==> config.mk <==
export PLATFORM = sky130hd
export DESIGN_NAME = pid_pwm_out
export DESIGN_NICKNAME = d
export VERILOG_FILES = /design/src/rtl/pid_pkg.sv /design/src/rtl/pwm_deadtime.sv /design/src/rtl/pid_pwm_out.sv
export SDC_FILE = /design/constraint.sdc
export NUM_CORES = 1
export LEC_CHECK = 0
export CELL_PAD_IN_SITES_DETAIL_PLACEMENT = 1
export CELL_PAD_IN_SITES_GLOBAL_PLACEMENT = 1
export CORE_MARGIN = 2
export CORE_UTILIZATION = 39
export CTS_CLUSTER_SIZE = 10
export DETAILED_ROUTE_END_ITERATION = 6
export GPL_ROUTABILITY_DRIVEN = 0
export PLACE_DENSITY = 0.75
export SETUP_SLACK_MARGIN = 0.5
export SLEW_MARGIN = 5
export SYNTH_ARGS = -nofsm -noshare
export SYNTH_HDL_FRONTEND = slang
export SYNTH_SLANG_ARGS = --single-unit
==> constraint.sdc <==
create_clock -name clk -period 2.24 [get_ports clk]
set_input_delay 0.448 -clock clk [delete_from_list [all_inputs] [get_ports clk]]
set_output_delay 0.448 -clock clk [all_outputs]
set_load 0.02 [all_outputs]
==> src/rtl/pid_pkg.sv <==
// Shared PID/PWM definitions: default fixed-point format of the PID stage
// and the state encoding of the PWM dead-time FSM.
package pid_pkg;

    localparam int PID_N = 32;
    localparam int PID_Q = 18;

    typedef enum logic [1:0] {
        S_LOW   = 2'd0,
        S_DT_LH = 2'd1,
        S_HIGH  = 2'd2,
        S_DT_HL = 2'd3
    } pwm_state_t;

    // Bits needed to hold a duty value in 0..period inclusive.
    function automatic int duty_width(input int period);
        return $clog2(period + 1);
    endfunction

endpackage

==> src/rtl/pwm_deadtime.sv <==
// Dead-time inserter: turns the raw PWM level into non-overlapping high/low
// gate drives with DEAD idle cycles between every change of conducting side.
//
// state   | meaning
// S_LOW   | low side on (pwm_l = 1)
// S_DT_LH | both off, low -> high dead time
// S_HIGH  | high side on (pwm_h = 1)
// S_DT_HL | both off, high -> low dead time
module pwm_deadtime import pid_pkg::*; #(
    parameter int DEAD = 8
) (
    input  logic clk,
    input  logic reset,
    input  logic raw,
    output logic pwm_h,
    output logic pwm_l
);

    localparam int TW = $clog2(DEAD + 1);

    pwm_state_t    state;
    logic [TW-1:0] dt_cnt;

    always_ff @(posedge clk or negedge reset) begin
        if (!reset) begin
            state  <= S_LOW;
            dt_cnt <= '0;
            pwm_h  <= 1'b0;
            pwm_l  <= 1'b0;
        end else begin
            case (state)
                S_LOW: begin
                    pwm_h <= 1'b0;
                    if (raw) begin
                        state  <= S_DT_LH;
                        dt_cnt <= TW'(DEAD - 1);
                        pwm_l  <= 1'b0;
                    end else begin
                        pwm_l  <= 1'b1;
                    end
                end
                S_DT_LH: begin
                    if (dt_cnt != '0) begin
                        dt_cnt <= dt_cnt - TW'(1);
                    end else if (raw) begin
                        state <= S_HIGH;
                        pwm_h <= 1'b1;
                    end else begin
                        state <= S_LOW;
                        pwm_l <= 1'b1;
                    end
                end
                S_HIGH: begin
                    pwm_l <= 1'b0;
                    if (!raw) begin
                        state  <= S_DT_HL;
                        dt_cnt <= TW'(DEAD - 1);
                        pwm_h  <= 1'b0;
                    end else begin
                        pwm_h  <= 1'b1;
                    end
                end
                S_DT_HL: begin
                    if (dt_cnt != '0) begin
                        dt_cnt <= dt_cnt - TW'(1);
                    end else if (!raw) begin
                        state <= S_LOW;
                        pwm_l <= 1'b1;
                    end else begin
                        state <= S_HIGH;
                        pwm_h <= 1'b1;
                    end
                end
                default: begin
                    state <= S_LOW;
                    pwm_h <= 1'b0;
                    pwm_l <= 1'b0;
                end
            endcase
        end
    end

endmodule

==> src/rtl/pid_pwm_out.sv <==
// PID output to PWM gate drive: clamps |data_in| to a duty in clk cycles,
// double-buffers it to the period wrap. Define PWM_DEADTIME_EN for dead time.
module pid_pwm_out import pid_pkg::*; #(
    parameter int N      = PID_N,
    parameter int Q      = PID_Q,
    parameter int PERIOD = 1000,
    parameter int DEAD   = 8
) (
    input  logic         clk,
    input  logic         reset,
    input  logic [N-1:0] data_in,
    input  logic         in_valid,
    output logic         pwm_h,
    output logic         pwm_l,
    output logic         dir,
    output logic         sat,
    output logic         period_tick
);

    localparam int DW = duty_width(PERIOD);

    if (PERIOD < 2 || PERIOD > 65535) begin : g_bad_period
        $error("pid_pwm_out: PERIOD out of range 2..65535");
    end
    if (DEAD < 1 || DEAD > PERIOD / 4) begin : g_bad_dead
        $error("pid_pwm_out: DEAD out of range 1..PERIOD/4");
    end

    logic [DW-1:0] cnt;
    logic [DW-1:0] pend_duty;
    logic [DW-1:0] act_duty;
    logic          pend_dir;
    logic          pend_sat;
    logic          started;
    logic          wrap;
    logic          raw;

    logic [N:0]    ext;
    logic [N:0]    mag_abs;
    logic [63:0]   mag;
    logic [DW-1:0] duty_c;
    logic          sat_c;

    // One extra bit so the most-negative input has a representable magnitude.
    always_comb begin
        ext     = {data_in[N-1], data_in};
        mag_abs = data_in[N-1] ? (~ext + (N+1)'(1)) : ext;
        mag     = 64'(mag_abs >> Q);
        sat_c   = (mag > 64'(PERIOD));
        duty_c  = sat_c ? DW'(PERIOD) : mag[DW-1:0];
    end

    // The first edge after reset release is treated as a wrap so that the
    // sample strobe starts immediately.
    assign wrap = !started || (cnt == DW'(PERIOD - 1));
    assign raw  = (cnt < act_duty);

    always_ff @(posedge clk or negedge reset) begin
        if (!reset) begin
            started     <= 1'b0;
            cnt         <= '0;
            period_tick <= 1'b0;
            pend_duty   <= '0;
            pend_dir    <= 1'b0;
            pend_sat    <= 1'b0;
            act_duty    <= '0;
            dir         <= 1'b0;
            sat         <= 1'b0;
        end else begin
            started     <= 1'b1;
            cnt         <= wrap ? '0 : cnt + DW'(1);
            period_tick <= wrap;
            if (in_valid) begin
                pend_duty <= duty_c;
                pend_dir  <= data_in[N-1];
                pend_sat  <= sat_c;
            end
            if (wrap) begin
                act_duty <= pend_duty;
                dir      <= pend_dir;
                sat      <= pend_sat;
            end
        end
    end

`ifdef PWM_DEADTIME_EN
    pwm_deadtime #(
        .DEAD (DEAD)
    ) u_deadtime (
        .clk   (clk),
        .reset (reset),
        .raw   (raw),
        .pwm_h (pwm_h),
        .pwm_l (pwm_l)
    );
`else
    always_ff @(posedge clk or negedge reset) begin
        if (!reset) begin
            pwm_h <= 1'b0;
            pwm_l <= 1'b0;
        end else begin
            pwm_h <= raw;
            pwm_l <= ~raw;
        end
    end
`endif

endmodule
# --- Word-level counts from Yosys, hierarchy flattened ---
# Index checks and enable logic that the tools add are counted.
word_totals:
  output_inout_bits: 5
  word_cells: 23
  ff_bits: 38
classes:
  reduce_logical: 2
  n_bitwise: 2
  n_addsub: 2
  muxes: 3
  n_eq_ne: 1
  magnitude_cmp: 2
op_table:
  columns: ["op", "count"]
  rows:
  - ["$add A33 B1 Y33 const B", 1]
  - ["$mux W33", 1]
  - ["$not A33 Y33", 1]
  - ["$mux W10", 2]
  - ["$gt A15 B10 Y1 const B", 1]
  - ["$add A10 B1 Y10 const B", 1]
  - ["$eq A10 B10 Y1 const B", 1]
  - ["$lt A10 B10 Y1", 1]
  - ["$logic_not A1 Y1", 1]
  - ["$logic_or A1 B1 Y1", 1]
  - ["$not A1 Y1", 1]

# --- Depth between registers and ports, before layout ---
# Gate-level depths: netlist of the first run.
depth:
  ltp_word: 5
  mapped_depth: 8
  mapped_depth_nobuf: 8

# --- Least setup slack after synthesis of the first run ---
# No wires, ideal clock.
synth_timing:
  path_type: "input-to-reg"
  from: "input data_in[8]"
  to: "register pend_duty[3]"
  path_buffers: 0
  slack_ns: 0.058
  setup_ns: 0.121
  arrival_ns: 2.061
  t_required_ns: 2.119
  stages: 7
  cell_sequence: "nor4_1 nand2_2 o41ai_1 mux2i_1 o311a_2 o31ai_4 o22a_1"
synth_between:
  elab_chain_cells: 5
synth_rtl:
  columns: ["element", "line_no", "text"]
  rows:
  - ["start: declaration", "pid_pwm_out.sv:11", "input logic [N-1:0] data_in,"]
  - ["$not A33 Y33 (*)", "pid_pwm_out.sv:47", "mag_abs = data_in[N-1] ? (~ext + (N+1)'(1)) : ext;"]
  - ["$add A33 B1 Y33 (*)", "pid_pwm_out.sv:47", null]
  - ["$mux W33 (*)", "pid_pwm_out.sv:47", null]
  - ["$gt A15 B10 Y1", "pid_pwm_out.sv:49", "sat_c = (mag > 64'(PERIOD));"]
  - ["$mux W10 (*)", "pid_pwm_out.sv:50", "duty_c = sat_c ? DW'(PERIOD) : mag[DW-1:0];"]
  - ["end signal: assignment", "pid_pwm_out.sv:74", "pend_duty <= duty_c;"]
  - ["end: declaration", "pid_pwm_out.sv:30", "logic [DW-1:0] pend_duty;"]
# Mark *: on every way between the ends. The rest lies on a longest branch, timed or not.
# A chain may end at the register's enable or synchronous reset.

# --- Final worst setup path of the first run ---
layout_timing:
  from: "input data_in[6]"
  to: "register pend_duty[1]"
# Same word-level chain as after synthesis.

==> impl_metrics.py, run 1 <==
metrics = {
    "clock_network": {
        "cts_buffer_depth": 2,
        "clkSinkCount": 38,
        "root_buffer": "clkbuf_8",
        "insertion_delay_ns": 0.29,
        "clk_pin_slew_ns": 0.08,
        "cts_tree": "done",
        "htree_levels": 2,
        "cts_made_buffers": 5,
    },
    "synthesis": {
        "yosysWarnings": 0,
        "synth-seq-cells": 38,
        "ys_async_sr_fraction": 1.00,
        "netlist_instances": 229,
        "syn_nets": 274,
        "syn_area_per_cell_sq_um": 9.29,
        "synth_cell_types": 44,
        "ys_seq_area_frac": 0.447,
        "synth_flop_cell": "dfrtp_1",
        "synth-edff-count": 0,
        "synth_area_sq_um": 2130,
    },
    "layout": {
        "syn2layout_area_growth_pct": 41.6,
        "fin_cells": 366,
        "fin_nets": 341,
        "drive_gt1_frac": 0.274,
        "postLayoutCoreUtil": 0.583,
        "diodes": 0,
    },
    "critical_path": {
        "cp-end-kind": "register",
        "path_class": "in2reg",
        "crit_fanout": 5,
        "slowest_delay_ns": 0.42,
        "start_kind": "primary input",
        "cp.required_ns": 2.40,
        "slowest_stage": "or3_4",
        "crit_arrival_ns": 2.11,
        "path_cells": "clkdlybuf4s15_1 -> nor4_4 -> nand2_2 -> or3_4 -> o211ai_2 -> o21ai_2 -> o31ai_4 -> o22ai_1",
    },
    "timing": {
        "tightest_slew_ns": 0.836,
        "hold_violations": 0,
        "holdWs_ns": 0.260,
        "layout_min_cycle_time_ns": 1.95,
        "skew_ns": 0.0123,
        "fin_crit_sh": 0.871,
        "clock.fmax_ghz": 0.512,
        "slew_headroom": 0.442,
        "setup-violations-final": 0,
        "fin_setup_tns_ns": 0,
        "drv_slew": 0,
        "rsz0062_at_grt": "yes",
    },
    "floorplanning": {
        "placementRows": 26,
        "ios": 40,
        "core_sq_um": 5170,
        "dieArea_sq_um": 6060,
        "die_h_microns": 77.9,
        "initial_core_util": 0.411,
        "die_w_microns": 77.9,
    },
    "place": {
        "dp.cells": 353,
        "portBuffers": 39,
        "dp_hpwl_mm": 3.63,
    },
    "run_status": {
        "run_status": "complete, no violations",
    },
    "flow_run": {
        "maxCapViolCount": 0,
    },
    "detailed_routing": {
        "drtPass1Iterations": 3,
        "wirelength_mm": 4.98,
        "routedWlPerCell_microns": 13.6,
        "ant_nets": 0,
        "vias_per_cell": 5.11,
        "vias": 1869,
        "drc": 0,
        "drt_iter0_markers": 34,
    },
    "grt": {
        "antenna_found_initial": 0,
        "grt_max_degree": 39,
        "grt_pass1_wl_mm": 8.72,
        "first_global_vias": 2002,
        "grtUsageTotal": 0.179,
        "grt_remaining_overflow": 0,
    },
    "hold_path": {
        "hp-class": "in2async",
    },
    "power_and_ir_drop": {
        "powerDensity_nw_per_um2": 530,
        "power.total_w": 0.00160,
        "p_leak_nw": 1.37,
        "peakVddDrop_mv": 0.344,
    },
}
==> synthesized netlist by cell type, types with 5 or more instances <==
cell	instances	share of area
nor2_1	21	0.037
xor2_1	11	0.045
inv_1	15	0.026
nand3_1	10	0.024
a21oi_1	11	0.026
nand2_1	25	0.044
dfrtp_1	38	0.45
or3_1	5	0.015
o21ai_0	21	0.049
clkbuf_1	6	0.011
ha_1	10	0.059
==> placed cells by master (no fill, tap or decap), types with 5 or more instances in the layout <==
| master | synthesis | routed |
|---|---|---|
| a21oi_1 | 11 | 5 |
| a21oi_2 | 0 | 6 |
| buf_4 | 0 | 25 |
| clkbuf_2 | 0 | 6 |
| clkbuf_8 | 0 | 6 |
| clkdlybuf4s50_1 | 0 | 9 |
| dfrtp_1 | 38 | 38 |
| dlygate4sd2_1 | 0 | 11 |
| ha_1 | 10 | 9 |
| inv_1 | 15 | 13 |
| nand2_1 | 25 | 24 |
| nand3_1 | 10 | 8 |
| nor2_1 | 21 | 17 |
| o21ai_0 | 21 | 20 |
| or3_1 | 5 | 5 |
| xor2_1 | 11 | 11 |
==> state kept, by name (all words and copies together) (netlist names) <==
register and count:
act_duty 10, cnt 10, dir 1, pend_dir 1, pend_duty 10, pend_sat 1
period_tick 1, pwm_h 1, pwm_l 1, sat 1, started 1
==> routing by layer <==
metal | GRT usage | routed length (microns)
met1 | 0.200 | 2100
met2 | 0.342 | 2670
met3 | 0.0302 | 150
met4 | 0.0536 | 53
met5 | 0 | 0
==> critical path, delay by kind of cell <==
kind / cells / cell delay, ns
AO/OA/AOI/OAI: 4 / 0.66
buffers and inverters: 1 / 0.19
AND/OR/NAND/NOR: 3 / 0.81
==> per-stage QoR <==
stage / worst slack [ns] / area, sq um
finish: 0.289 / 3010
global route: 0.157 / 3010
CTS: 0.162 / 2990
detailed placement: -0.383 / 2790
global placement: -0.348 / 2790
floorplan: 0.188 / 2180
==> logic make-up after synthesis <==
kind of cell / Yosys count / share of synthesized area
simple gates: 88 / 0.216
compound gates: 53 / 0.162
flops: 38 / 0.447
buf+inv: 22 / 0.0423
xor+xnor: 15 / 0.0617
fa+ha+maj: 10 / 0.0588
mux: 2 / 0.00999
other cells: 1 / 0.00176
==> power breakdown <==
part | total [W] | switching (W) | leakage [nW] | internal (W)
Clock | 0.000583 | 0.000227 | 0.0573 | 0.000356
Combinational | 0.000275 | 0.000139 | 0.859 | 0.000135
Sequential | 0.000740 | 0.0000183 | 0.458 | 0.000722
==> worst paths after layout <==
check                                   startpoint                  endpoint  slack, ns  cells after the start
min                                          reset          cnt[2]$_DFF_PN0_       0.26                      1
min reg2reg                        dir$_DFFE_PN0N_           dir$_DFFE_PN0N_       0.47                      2
min in group clk                   dir$_DFFE_PN0N_           dir$_DFFE_PN0N_       0.47                      2
max reg2reg                act_duty[1]$_DFFE_PN0N_           pwm_l$_DFF_PN0_       0.59                      8
max in group asynchronous                    reset          cnt[9]$_DFF_PN0_       1.45                      1
max                                     data_in[6]  pend_duty[1]$_DFFE_PN0P_       0.29                      8
==> repair_timing <==
action | 4_1_cts | 5_1_grt
hold endpoints to repair | 0 | 0
resized for setup | 66 | 20
setup buffers | 5 | 1
pin swaps | 23 | 18
setup endpoints to repair | 14 | 16
cloned | 0 | 0
hold buffers | 0 | 0
==> final cells by class <==
| type | count | area, sq um |
|---|---|---|
| inverter | 15 | 56.3 |
| clock buffer | 6 | 82.6 |
| multi-input combinational | 169 | 1230 |
| sequential | 38 | 951 |
| fill | 590 | 2160 |
| clock inverter | 1 | 30.0 |
| tap | 70 | 87.6 |
| timing repair buffer | 67 | 579 |
No activity file was read; power rests on OpenSTA's default activity.
==> inputs of run 2 (changes only) <==
--- a/config.mk
+++ b/config.mk
@@ -5,6 +5,7 @@
 export SDC_FILE = /design/constraint.sdc
 export NUM_CORES = 1
 export LEC_CHECK = 0
+export CAP_MARGIN = 20
 export CELL_PAD_IN_SITES_DETAIL_PLACEMENT = 1
 export CELL_PAD_IN_SITES_GLOBAL_PLACEMENT = 1
 export CORE_MARGIN = 2
@@ -17,4 +18,5 @@
 export SLEW_MARGIN = 5
 export SYNTH_ARGS = -nofsm -noshare
 export SYNTH_HDL_FRONTEND = slang
+export SYNTH_HIERARCHICAL = 1
 export SYNTH_SLANG_ARGS = --single-unit
==> results of run 2 <==
The final DEF is identical to that of run 1; final timing and power are the same.
Among the figures that moved: Yosys warning count 0 -> 6
